<file path="src/rtl/sdram_copy_if.sv">
// Avalon-MM master bus between the copy sequencer and the SDRAM controller slave.
interface sdram_copy_if #(
  parameter int AW = 32
) ();
  logic [AW-1:0] address;
  logic          read;
  logic          write;
  logic [31:0]   writedata;
  logic [31:0]   readdata;
  logic          readdatavalid;
  logic          waitrequest;

  modport master (
    output address, read, write, writedata,
    input  readdata, readdatavalid, waitrequest
  );

  modport slave (
    input  address, read, write, writedata,
    output readdata, readdatavalid, waitrequest
  );
endinterface

</file>
<file path="src/rtl/sdram_copy_sequencer.sv">
// Copies len 32-bit words from src_addr to dst_addr over Avalon-MM, staging
// each chunk of up to DEPTH words in a local buffer.
//
// state  | meaning
// IDLE   | waiting for a start edge
// READ   | issuing pipelined reads for the current chunk
// RDWAIT | all reads issued, collecting outstanding read data
// WRITE  | writing the buffered chunk to the destination
// DONE   | copy finished, done high, a new start edge restarts
module sdram_copy_sequencer #(
  parameter int DEPTH = 16,
  parameter int AW    = 32,
  parameter int LW    = 16
) (
  input  logic          clk,
  input  logic          reset_n,
  input  logic          start,
  input  logic [AW-1:0] src_addr,
  input  logic [AW-1:0] dst_addr,
  input  logic [LW-1:0] len,
  output logic          done,
  output logic [3:0]    state_code,
  sdram_copy_if.master  avm
);

  localparam int CW = $clog2(DEPTH) + 1;
  localparam int IW = $clog2(DEPTH);

  typedef enum logic [2:0] {
    S_IDLE   = 3'd0,
    S_READ   = 3'd1,
    S_RDWAIT = 3'd2,
    S_WRITE  = 3'd3,
    S_DONE   = 3'd4
  } state_t;

  state_t        state, state_nxt;
  logic          start_q, start_edge;
  logic [AW-1:0] src, dst;
  logic [LW-1:0] rem;
  logic [CW-1:0] chunk, issued, rcv, wptr;
  logic [31:0]   data_buf [DEPTH];
  logic          rd_acc, wr_acc, last_rd, last_wr, cap, rcv_full;

  function automatic logic [CW-1:0] chunk_of(input logic [LW-1:0] n);
    if (32'(n) >= DEPTH) return CW'(DEPTH);
    else return CW'(n);
  endfunction

  assign start_edge = start & ~start_q;
  assign rd_acc     = (state == S_READ)  && !avm.waitrequest;
  assign wr_acc     = (state == S_WRITE) && !avm.waitrequest;
  assign last_rd    = rd_acc && ((issued + CW'(1)) == chunk);
  assign last_wr    = wr_acc && ((wptr + CW'(1)) == chunk);
  // Late read data after a reset or abort lands in IDLE/DONE and is dropped here.
  assign cap        = avm.readdatavalid && ((state == S_READ) || (state == S_RDWAIT));
  assign rcv_full   = (rcv == chunk) || (cap && ((rcv + CW'(1)) == chunk));

  always_ff @(posedge clk) begin
    if (!reset_n) state <= S_IDLE;
    else          state <= state_nxt;
  end

  always_comb begin
    state_nxt     = state;
    done          = 1'b0;
    avm.read      = 1'b0;
    avm.write     = 1'b0;
    avm.address   = '0;
    avm.writedata = '0;
    state_code    = {1'b0, state};
    case (state)
      S_IDLE: begin
        if (start_edge) state_nxt = (len == '0) ? S_DONE : S_READ;
      end
      S_READ: begin
        avm.read    = 1'b1;
        avm.address = src;
        if (last_rd) state_nxt = S_RDWAIT;
      end
      S_RDWAIT: begin
        if (rcv_full) state_nxt = S_WRITE;
      end
      S_WRITE: begin
        avm.write     = 1'b1;
        avm.address   = dst;
        avm.writedata = data_buf[wptr[IW-1:0]];
        if (last_wr) state_nxt = (rem != LW'(1)) ? S_READ : S_DONE;
      end
      S_DONE: begin
        done = 1'b1;
        if (start_edge) state_nxt = (len == '0) ? S_DONE : S_READ;
      end
      default: state_nxt = S_IDLE;
    endcase
  end

  always_ff @(posedge clk) begin
    if (!reset_n) begin
      start_q <= 1'b0;
      src     <= '0;
      dst     <= '0;
      rem     <= '0;
      chunk   <= '0;
      issued  <= '0;
      rcv     <= '0;
      wptr    <= '0;
    end else begin
      start_q <= start;
      case (state)
        S_IDLE, S_DONE: begin
          if (start_edge) begin
            src    <= src_addr;
            dst    <= dst_addr;
            rem    <= len;
            chunk  <= chunk_of(len);
            issued <= '0;
            rcv    <= '0;
          end
        end
        S_READ: begin
          if (rd_acc) begin
            src    <= src + AW'(4);
            issued <= issued + CW'(1);
          end
        end
        S_RDWAIT: begin
          if (rcv_full) wptr <= '0;
        end
        S_WRITE: begin
          if (wr_acc) begin
            dst  <= dst + AW'(4);
            wptr <= wptr + CW'(1);
            rem  <= rem - LW'(1);
          end
          // Next chunk is sized from what remains after this last accept.
          if (last_wr) begin
            chunk  <= chunk_of(rem - LW'(1));
            issued <= '0;
            rcv    <= '0;
          end
        end
        default: ;
      endcase
      if (cap) rcv <= rcv + CW'(1);
    end
  end

  always_ff @(posedge clk) begin
    if (reset_n && cap) data_buf[rcv[IW-1:0]] <= avm.readdata;
  end

endmodule

</file>
<file path="src/flat_wrapper.sv">
// flat-port wrapper written by rule: the top's interface ports become plain ports
module sdram_copy_sequencer_flat 
#(
  parameter int DEPTH = 16,
  parameter int AW    = 32,
  parameter int LW    = 16
)
  (clk, reset_n, start, src_addr, dst_addr, len, done, state_code, avm_address, avm_read, avm_write, avm_writedata, avm_readdata, avm_readdatavalid, avm_waitrequest);
  sdram_copy_if #(.AW(AW)) avm_i ();
  input  logic clk;
  input  logic reset_n;
  input  logic start;
  input  logic [AW-1:0] src_addr;
  input  logic [AW-1:0] dst_addr;
  input  logic [LW-1:0] len;
  output logic done;
  output logic [3:0] state_code;
  output wire logic [$bits(avm_i.address)-1:0] avm_address;
  output wire logic [$bits(avm_i.read)-1:0] avm_read;
  output wire logic [$bits(avm_i.write)-1:0] avm_write;
  output wire logic [$bits(avm_i.writedata)-1:0] avm_writedata;
  input wire logic [$bits(avm_i.readdata)-1:0] avm_readdata;
  input wire logic [$bits(avm_i.readdatavalid)-1:0] avm_readdatavalid;
  input wire logic [$bits(avm_i.waitrequest)-1:0] avm_waitrequest;
  assign avm_address = avm_i.address;
  assign avm_read = avm_i.read;
  assign avm_write = avm_i.write;
  assign avm_writedata = avm_i.writedata;
  assign avm_i.readdata = avm_readdata;
  assign avm_i.readdatavalid = avm_readdatavalid;
  assign avm_i.waitrequest = avm_waitrequest;
  sdram_copy_sequencer #(.DEPTH(DEPTH), .AW(AW), .LW(LW)) u_core (.clk(clk), .reset_n(reset_n), .start(start), .src_addr(src_addr), .dst_addr(dst_addr), .len(len), .done(done), .state_code(state_code), .avm(avm_i));
endmodule
</file>
<file path="config.mk">
export PLATFORM = sky130hd
export DESIGN_NAME = sdram_copy_sequencer_flat
export DESIGN_NICKNAME = d
export VERILOG_FILES = /design/src/rtl/sdram_copy_if.sv /design/src/rtl/sdram_copy_sequencer.sv /design/src/flat_wrapper.sv
export SDC_FILE = /design/constraint.sdc
export NUM_CORES = 1
export LEC_CHECK = 0
export ABC_CLOCK_PERIOD_IN_PS = 12000
export CORE_ASPECT_RATIO = 0.7
export CORE_UTILIZATION = 50
export CTS_CLUSTER_DIAMETER = 50
export CTS_CLUSTER_SIZE = 10
export DETAILED_ROUTE_END_ITERATION = 8
export PLACE_DENSITY = 0.7
export SYNTH_ARGS = -nofsm -noshare
export SYNTH_HDL_FRONTEND = slang
export SYNTH_SLANG_ARGS = --single-unit
</file>
<file path="constraint.sdc">
create_clock -name clk -period 12 [get_ports clk]
set_clock_uncertainty 0.2 [all_clocks]
set_input_delay 3.6 -clock clk [delete_from_list [all_inputs] [get_ports clk]]
set_output_delay 3.6 -clock clk [all_outputs]
set_load 0.1 [all_outputs]
</file>
==> summary.md, run 1 <==
| Metric | Value |
|---|---|
| IO Count | between 150 and 200 |
| Port Buf Inserts | 186 |
| FF+latch area | about 18000 um^2 |
| Fin area | 31200 um^2 |
| DP Area | 29100 um^2 |
| Area taken by multi-input logic gates | 8560 um^2 |
| Critical path startpoint | u_core.state[1] |
| Synth area leader | edfxtp_1 |
| Reg2Reg Capture Point | u_core.rem[14] |
| Vias in the first global route | roughly 16000 |
| Vias/cell | approximately 6.3 |
| Worst slew margin | 0.205 |
| Critical path peak fanout | 68 |
| Worst R2R Start | u_core.state[1] |
| # hold bufs at CTS | 0 |
| Most instantiated library cell after synthesis | edfxtp_1 |
| Layout cells sized above 1 | 0.169 |
| Total CTS buffers | 74 |
| FF+latch count, synth | slightly above 600 |
| Worst hold path type | flip-flop to flip-flop |
| Hpwl dp | 37900 um |
| WL per Instance | between 20 and 30 um |
| Vias | around 16000 |
| ANT nets after route | 0 |
| Clk sink count | 620 |
| GRT Total Usage | 0.249 |
| Post-CTS setup buffers | 0 |
| Utilization after layout | 0.597 |
| Fill count | about 3900 |
| Row count | 70 |
| Total Die Area | roughly 54000 um^2 |
| Leakage | between 0.009 and 0.01 uW |
| Crit path DAT | roughly 4.8 ns |
| RD Place Congestion | between 0.9 and 1 |
| H-tree depth | 3 |
| Post-Syn Area | about 27000 um^2 |
| Clock buffer depth | 3 |
| Post-synth top cells | edfxtp_1 (512), mux4_2 (160), nor2_1 (141) |
| Hold violation total from the final report | 0 |
| CP required | 8.20 ns |
| Netlist cell types | 70 |
| Worst-case reg-to-reg path depth | 11 |
| Crit. End Element | primary output |
| Clock latency at the later pin of the worst-skew pair | roughly 0.60 ns |
| Final worst-path cycle share | 0.715 |
| Number of synthesized flops with an enable pin | slightly above 500 |
| Drt first pass iters | 5 |
| Cts repair resizes | 0 |
| Avg Inst Size Synth | approximately 15 um^2 |
| Pwr Density | between 150 and 200 nW/um^2 |
| R2R Setup Slk | roughly 7.3 ns |
| Grt ovf | 0 |
| Root Driver | clkbuf_16 |
| Fin. max-slew vios | 0 |
| First-pass GRT wire length | approximately 100000 um |
| Die Y | just under 200 um |
| Antenna violations before repair | 1 |
| # diodes | 0 |
| Area Growth Syn to Fin | 17.7% |
| Share of flip-flops with an asynchronous set or reset | 0 |
| Status | finished clean |
| Worst Path Class, Setup | flip-flop to primary output |
| Fin Setup TNS | 0 ns |
| Final Critical Period | roughly 8.6 ns |
| Largest net degree at the start of global routing | 69 |
| Peak VDD IR | about 0.15 mV |
| Seq/Total Area, Yosys | 0.662 |
| RSZ-0062 raised after global routing | no |
| Peak Freq | roughly 120 MHz |
| Startpoint Class | flip-flop |
| Max-cap violations | 0 |
| DRT Wirelength | roughly 67000 um |
| Top cell type's share of synthesized area | 0.580 |
| Synth Net Count | about 1900 |
| YS warnings | 0 |
| Initial Utilization | 0.507 |
| Core area | between 50000 and 60000 um^2 |
| Nets | around 2000 |
| Width of the die | 277 um |
| CTS tree | yes |
| DRT iter0 DRCs | between 1500 and 2000 |
| Residual DRC count | 0 |
| Mapped Cells | between 1500 and 2000 |
| CP endpoint | avm_writedata[3] |
| Top_reg_cell synth | edfxtp_1 |
| Final setup violation count | 0 |
| Clk slew on worst S/H paths | 0.06 ns |
| Slew @ Worst Pin | between 1 and 1.5 ns |
| Top area cells in the synthesized netlist | edfxtp_1 (58%), mux4_2 (14%), dfxtp_1 (8.2%), nor2_1 (2.0%), a21oi_1 (1.8%) |
==> where the power goes <==
group / total [uW] / switching (uW) / internal (uW)
combinational: 336 / 211 / 125
sequential: 2420 / 58.6 / 2360
clock: 1980 / 823 / 1150
total: 4730 / 1090 / 3640
==> cell type report <==
class | instances | area share
Clock inverter | 12 | 0.00441
Tap cell | 684 | 0.0274
Sequential cell | 620 | 0.562
Inverter | 17 | 0.00205
Multi-Input combinational cell | 988 | 0.274
Clock buffer | 90 | 0.0620
Timing Repair Buffer | 219 | 0.0675
==> flip-flops by register name, indices dropped and copies added, names as in the netlist, 5 cells and up, named ones only <==
| signal | cells |
|---|---|
| u_core.rcv | 5 |
| u_core.data_buf | 512 |
| u_core.chunk | 5 |
| u_core.issued | 5 |
| u_core.rem | 16 |
| u_core.dst | 32 |
| u_core.wptr | 5 |
| u_core.src | 32 |
==> how the worst min path moves through the flow <==
stage                        from       endpoint  slack (ns)  cells after the start
floorplan           u_core.src[0]  u_core.src[0]        0.23                      2
global placement    u_core.src[0]  u_core.src[0]        0.24                      2
detailed placement  u_core.src[0]  u_core.src[0]        0.24                      2
CTS                 u_core.src[0]  u_core.src[0]        0.25                      2
global route        u_core.src[0]  u_core.src[0]        0.28                      2
finish              u_core.src[0]  u_core.src[0]        0.26                      2
==> critical path, stage by stage (launching register included) <==
cell             delay (ns)
dfxtp_2                0.31
buf_4                  0.54
nand3b_1               0.13
buf_4                  0.34
inv_2                  0.88
buf_4                  0.54
and2_1                 0.20
clkdlybuf4s50_1        1.13
==> layer usage <==
metal	share of wire	vias to the layer above	GRT usage
li1	-	7234	-
met3	0.086	122	0.0499
met2	0.45	800	0.368
met4	0.025	2	0.0724
met1	0.44	8330	0.374
met5	0.00026	-	0
==> cells by family after synthesis <==
family | synth area share
DFF | 0.662
xor gates and xnor gates | 0.00793
adders and majority gates | 0.00472
other | 0.000141
AOI/OAI and AO/OA | 0.0710
muxes | 0.151
buffers and inverters | 0.0198
and+or+nand+nor | 0.0839
==> placed cells by master (no fill, tap or decap), drive strengths merged, types with 12 or more instances in the layout <==
cell type,netlist,layout
a211oi,17,17
a21oi,95,95
a31oi,12,12
and2,40,40
and3,12,12
buf,27,34
clkbuf,89,90
clkdlybuf4s50,0,185
dfxtp,108,108
edfxtp,512,512
inv,17,20
mux2i,37,37
mux4,160,160
nand2,101,101
nand3,49,49
nand4,13,13
nor2,141,141
nor3,45,45
nor4,14,14
o21ai,69,69
o221a,16,16
xnor2,12,12
xor2,12,12
==> through the flow <==
| stage | power (uW) | cells | hold WS [ns] | setup slack (ns) |
|---|---|---|---|---|
| after floorplan | 2660 | 1741 | 0.231 | 4.49 |
| after global placement | 2780 | 2528 | 0.244 | 4.01 |
| after global routing | 4880 | 2630 | 0.276 | 3.15 |
| final | 4730 | 2630 | 0.258 | 3.42 |
| after CTS | 4760 | 2630 | 0.251 | 3.33 |
| after detailed placement | 2790 | 2528 | 0.244 | 3.96 |
(Power assumes the default switching activity.)
==> run 2: changes to the inputs <==
--- a/config.mk
+++ b/config.mk
@@ -5,7 +5,7 @@
 export SDC_FILE = /design/constraint.sdc
 export NUM_CORES = 1
 export LEC_CHECK = 0
-export ABC_CLOCK_PERIOD_IN_PS = 12000
+export ABC_CLOCK_PERIOD_IN_PS = 8250
 export CORE_ASPECT_RATIO = 0.7
 export CORE_UTILIZATION = 50
 export CTS_CLUSTER_DIAMETER = 50
==> constraint.sdc (replaced) <==
create_clock -name clk -period 8.25 [get_ports clk]
set_clock_uncertainty 0.2 [all_clocks]
set_input_delay 2.475 -clock clk [delete_from_list [all_inputs] [get_ports clk]]
set_output_delay 2.475 -clock clk [all_outputs]
set_load 0.1 [all_outputs]
==> run 2 against run 1 <==
Against the previous run: critical path depth down 2; register-to-register slack got worse by 3.0 ns; clock power rose by 45%; cell area rose by 0.31%; sequential power up 45%; die area is the same; worst setup slack got worse by 2.2 ns; worst hold slack got worse by 0.0067 ns; largest power group unchanged; highest routed layer unchanged.
==> summary.md, run 2 (synthesized netlist as in run 1, its figures left out) <==
| Metric | Value |
|---|---|
| Vias in the first global route | ~16000 |
| Final Non-Filler Cells | 2640 |
| Worst slew margin | 0.176 |
| Placed Instances | around 2500 |
| P_int | ~5300 uW |
| Worst hold path type | flip-flop to flip-flop |
| Crit path buffers/inverters | 2 |
| # hold bufs at CTS | 0 |
| Layout cells sized above 1 | 0.172 |
| Crit. End Element | primary output |
| Slowest-stage cell, CP | dfxtp_4 |
| Power share of the clock group | 0.418 |
| Post-place setup slack | between 1.5 and 2 ns |
| Vias | roughly 17000 |
| RD Place Congestion | 0.883 |
| Fin Setup TNS | 0 ns |
| Pwr Density | about 220 nW/um^2 |
| Status | finished clean |
| Fill count | 3843 |
| H-tree depth | 3 |
| Cell mode on critical path | mux4_2 |
| Area Growth Syn to Fin | 18.1% |
| Clk sink count | just over 600 |
| DRT Wirelength | roughly 66000 um |
| P_sw | around 1600 uW |
| Largest register FFs | around 510 |
| WL per Instance | roughly 25 um |
| ANT nets after route | 0 |
| Initial Utilization | 0.507 |
| Clk slew on worst S/H paths | 0.05 ns |
| Sw frac | 0.233 |
| Crit path DAT | 4.34 ns |
| Final Critical Period | approximately 7.0 ns |
| Post-CTS setup buffers | 0 |
| Most common cell after layout, fill and taps aside | edfxtp_1 |
| Width of the die | around 280 um |
| Leakage | slightly below 0.01 uW |
| Total CTS buffers | 74 |
| Nets | between 2000 and 2500 |
| Antenna violations before repair | 4 |
| Clock latency at the later pin of the worst-skew pair | about 0.6 ns |
| Largest net degree at the start of global routing | 76 |
| Die Y | about 200 um |
| Peak VDD IR | approximately 0.21 mV |
| CP top delay family | buffers and inverters |
| Worst Path Class, Setup | flip-flop to primary output |
| Slew @ Worst Pin | roughly 1.2 ns |
| Hpwl dp | around 39000 um |
| Port Buf Inserts | roughly 190 |
| Final setup violation count | 0 |
| Core area | about 52000 um^2 |
| FF+latch area | between 15000 and 20000 um^2 |
| Cts repair resizes | 0 |
| Critical path peak fanout | 49 |
| Vias/cell | approximately 6.3 |
| Startpoint Class | flip-flop |
| DRT iter0 DRCs | around 1800 |
| Total Die Area | roughly 54000 um^2 |
| Fin. max-slew vios | 0 |
| Final worst-path cycle share | 0.850 |
| IO Count | ~190 |
| Combinational share of power | 0.071 |
| Utilization after layout | 0.599 |
| Peak Freq | about 140 MHz |
| Setup WS post-layout | 1.24 ns |
| CTS tree | yes |
| Critical path cell sequence | buf_4 -> mux4_2 -> mux4_2 -> and2_1 -> clkdlybuf4s50_1 |
| First-pass GRT wire length | ~100000 um |
| CP max stage delay | around 0.98 ns |
| Max-cap violations | 0 |
| Residual DRC count | 0 |
| RSZ-0062 raised after global routing | no |
| CP required | around 5.6 ns |
| Most frequent cells in the layout | edfxtp_1 (512), clkdlybuf4s50_1 (185), mux4_2 (160) |
| Drt first pass iters | 5 |
| Flop pwr share | 0.512 |
| Clock buffer depth | 3 |
| Row count | 70 |
| Root Driver | clkbuf_16 |
| Grt ovf | 0 |
| GRT Total Usage | 0.247 |
| Area taken by multi-input logic gates | around 8600 um^2 |
| Hold violation total from the final report | 0 |
[run 2: cell types whose count changed in the layout (fill, tap and decap cells not counted), moves of 2 or more]
cell / previous run / this run
buf_4: 33 / 38
buf_12: 0 / 2
clkbuf_8: 0 / 2
clkinv_1: 2 / 0
clkinv_8: 2 / 0
diode_2: 0 / 2
inv_16: 1 / 3
inv_6: 2 / 4
[run 2: worst reg2reg max path: cells and delay by family, from the launching register on]
family        cells  cell delay [ns]
buf+inv           2             0.98
xor+xnor          1             0.29
simple gates      3             1.79
flops             1             0.32
[run 2: final cells by class]
class / instances / area share
sequential: 620 / 0.561
multi-input combinational: 988 / 0.273
timing repair buffer: 226 / 0.0697
clock buffer: 92 / 0.0620
tap: 684 / 0.0273
clock inverter: 11 / 0.00468
inverter: 17 / 0.00204
antenna: 2 / 0.000160
[run 2: worst paths after layout]
path | cells after the start | endpoint | from | slack [ns]
setup / recovery | 5 | avm_writedata[7] | flip-flop | 1.24
hold / removal | 2 | u_core.src[1] | u_core.src[1] | 0.25
setup reg to reg | 6 | u_core.data_buf[1][27] | u_core.state[1] | 4.34
hold reg to reg | 2 | u_core.src[1] | u_core.src[1] | 0.25
[run 2: layer usage]
layer  global-route usage  wire (um)  vias to the layer above
met4               0.0782       1730                        2
met3               0.0486       5580                      114
met1                0.377      29100                     8393
met2                0.357      29700                      805
met5                    0         14                        -
li1                     -          -                     7249
[run 2: metrics by stage]
stage	power [uW]	cell area (um^2)	hold WS (ns)
4_1_cts	6930	31300	0.254
3_5_place_dp	4060	29200	0.246
2_1_floorplan	3860	26500	0.231
3_3_place_gp	4050	29200	0.239
5_1_grt	7100	31300	0.286
6_report	6880	31300	0.251
[run 2: power by group through the flow]
| stage | registers, uW | logic, uW | clock network, uW |
|---|---|---|---|
| final | 3520 | 486 | 2870 |
| after global routing | 3530 | 527 | 3050 |
| after CTS | 3520 | 484 | 2930 |
| after detailed placement | 3580 | 482 | 0 |
| after global placement | 3580 | 470 | 0 |
| after floorplan | 3540 | 319 | 0 |
==> run 3: changes to the inputs <==
--- a/config.mk
+++ b/config.mk
@@ -11,6 +11,7 @@
 export CTS_CLUSTER_DIAMETER = 50
 export CTS_CLUSTER_SIZE = 10
 export DETAILED_ROUTE_END_ITERATION = 8
+export MAX_ROUTING_LAYER = met4
 export PLACE_DENSITY = 0.7
 export SYNTH_ARGS = -nofsm -noshare
 export SYNTH_HDL_FRONTEND = slang
==> run 3 against run 2 <==
Against the previous run: cell area about the same; cell count about the same; sequential power about the same; critical endpoint unchanged; count of clock-buffer cells in the layout is the same; sequential cell count unchanged; clock power about the same; first-iteration DRC count is 5.0% higher; utilization is essentially flat; sequential share of layout area about the same; register-to-register slack worse by 0.02 ns; critical path depth unchanged.
==> summary.md, run 3 (synthesized netlist as in run 1, its figures left out) <==
| Metric | Value |
|---|---|
| Worst Path Class, Setup | flip-flop to primary output |
| Hpwl dp | roughly 39000 um |
| Largest net degree at the start of global routing | 76 |
| Crit path buffers/inverters | 2 |
| Grt ovf | 0 |
| Crit. End Element | primary output |
| Leakage | between 0.009 and 0.01 uW |
| Cts repair resizes | 0 |
| Port Buf Inserts | 186 |
| Post-CTS setup buffers | 0 |
| Worst slew margin | 0.181 |
| WL per Instance | 25.1 um |
| Startpoint Class | flip-flop |
| Slowest-stage cell, CP | dfxtp_4 |
| Hold violation total from the final report | 0 |
| Root Driver | clkbuf_16 |
| Clk slew on worst S/H paths | 0.05 ns |
| Row count | 70 |
| Total Die Area | between 50000 and 60000 um^2 |
| Layout cells sized above 1 | 0.172 |
| Peak Freq | 143 MHz |
| ANT nets after route | 0 |
| Crit path DAT | between 4 and 5 ns |
| IO Count | roughly 190 |
| Area Growth Syn to Fin | 18.1% |
| Nets | just over 2000 |
| Worst hold path type | flip-flop to flip-flop |
| Clk sink count | 620 |
| Fill count | approximately 3800 |
| Most common cell after layout, fill and taps aside | edfxtp_1 |
| Core area | between 50000 and 60000 um^2 |
| Cell mode on critical path | mux4_2 |
| Status | finished clean |
| CP top delay family | buffers and inverters |
| DRT Wirelength | about 66000 um |
| Vias in the first global route | approximately 16000 |
| Critical path cell sequence | buf_4 -> mux4_2 -> mux4_2 -> and2_1 -> clkdlybuf4s50_1 |
| Vias/cell | roughly 6.3 |
| Fin. max-slew vios | 0 |
| CP required | 5.58 ns |
| Residual DRC count | 0 |
| Final setup violation count | 0 |
| Clock latency at the later pin of the worst-skew pair | roughly 0.60 ns |
| DRT iter0 DRCs | 1938 |
| Initial Utilization | 0.507 |
| GRT Total Usage | 0.255 |
| Drt first pass iters | 5 |
| Worst Hold Slack | 0.250 ns |
| Slew @ Worst Pin | around 1.2 ns |
| First-pass GRT wire length | ~100000 um |
| Total CTS buffers | 74 |
| Peak VDD IR | between 0.2 and 0.25 mV |
| Fin Setup TNS | 0 ns |
| RD Place Congestion | around 0.9 |
| R2R Setup Slk | 4.32 ns |
| Final Critical Period | 7.00 ns |
| H-tree depth | 3 |
| Largest register FFs | between 500 and 600 |
| Width of the die | 277 um |
| Max-cap violations | 0 |
| Die Y | slightly below 200 um |
| Most frequent cells in the layout | edfxtp_1 (512), clkdlybuf4s50_1 (185), mux4_2 (160) |
| Final worst-path cycle share | 0.848 |
| Vias | between 15000 and 20000 |
| Critical path peak fanout | just under 50 |
| Antenna violations before repair | 4 |
| Pwr Density | between 200 and 250 nW/um^2 |
| CTS tree | yes |
| Setup WS post-layout | 1.25 ns |
| CP max stage delay | 1.00 ns |
| Post-place setup slack | 1.81 ns |
| # hold bufs at CTS | 0 |
| RSZ-0062 raised after global routing | no |
| Clock buffer depth | 3 |
[run 3: cell count changes in the layout (fill, tap and decap cells not counted), sizes merged]
cell	change
diode	+1
[run 3: metrics by stage]
step / utilization / cell area [um^2] / total power [uW] / std cells
4_1_cts: 0.598 / 31300 / 6930 / 2638
5_1_grt: 0.599 / 31300 / 7100 / 2641
3_5_place_dp: 0.559 / 29200 / 4060 / 2535
6_report: 0.599 / 31300 / 6890 / 2641
2_1_floorplan: - / 26500 / 3860 / 1741
3_3_place_gp: 0.559 / 29200 / 4050 / 2535
[run 3: final cells by class]
class	instances	area, um^2	area share
Multi-Input combinational cell	988	8560	0.273
Antenna cell	3	7.51	0.000240
Inverter	17	63.8	0.00204
Timing Repair Buffer	226	2180	0.0697
Clock inverter	11	146	0.00468
Sequential cell	620	17500	0.561
Tap cell	684	856	0.0273
Clock buffer	92	1940	0.0620
[run 3: worst min-delay path: stages (launching register included)]
cell and delay [ns]:
dfxtp_1 0.31, nand2_1 0.05, a21oi_1 0.05
[run 3: where the power goes]
group          leakage [uW]  switching (uW)  internal, uW  total, uW
Combinational       0.00323             305           182        487
Clock               0.00101            1220          1660       2880
Sequential          0.00549            84.8          3440       3520
[run 3: worst paths after layout]
kind | startpoint | end | cells past startpoint
hold reg to reg | u_core.src[1] | u_core.src[1] | 2
hold / removal | u_core.src[1] | u_core.src[1] | 2
setup reg to reg | u_core.state[1] | u_core.data_buf[0][30] | 6
setup / recovery | flip-flop | avm_writedata[7] | 5
[run 3: metal layers]
layer | track usage | part of all wire | vias to the layer above | wire length (um)
li1 | - | - | 7253 | -
met1 | 0.378 | 0.44 | 8397 | 29200
met2 | 0.357 | 0.45 | 769 | 29700
met3 | 0.0476 | 0.083 | 116 | 5510
met4 | 0.0782 | 0.025 | 0 | 1690
met5 | - | 0 | - | 0
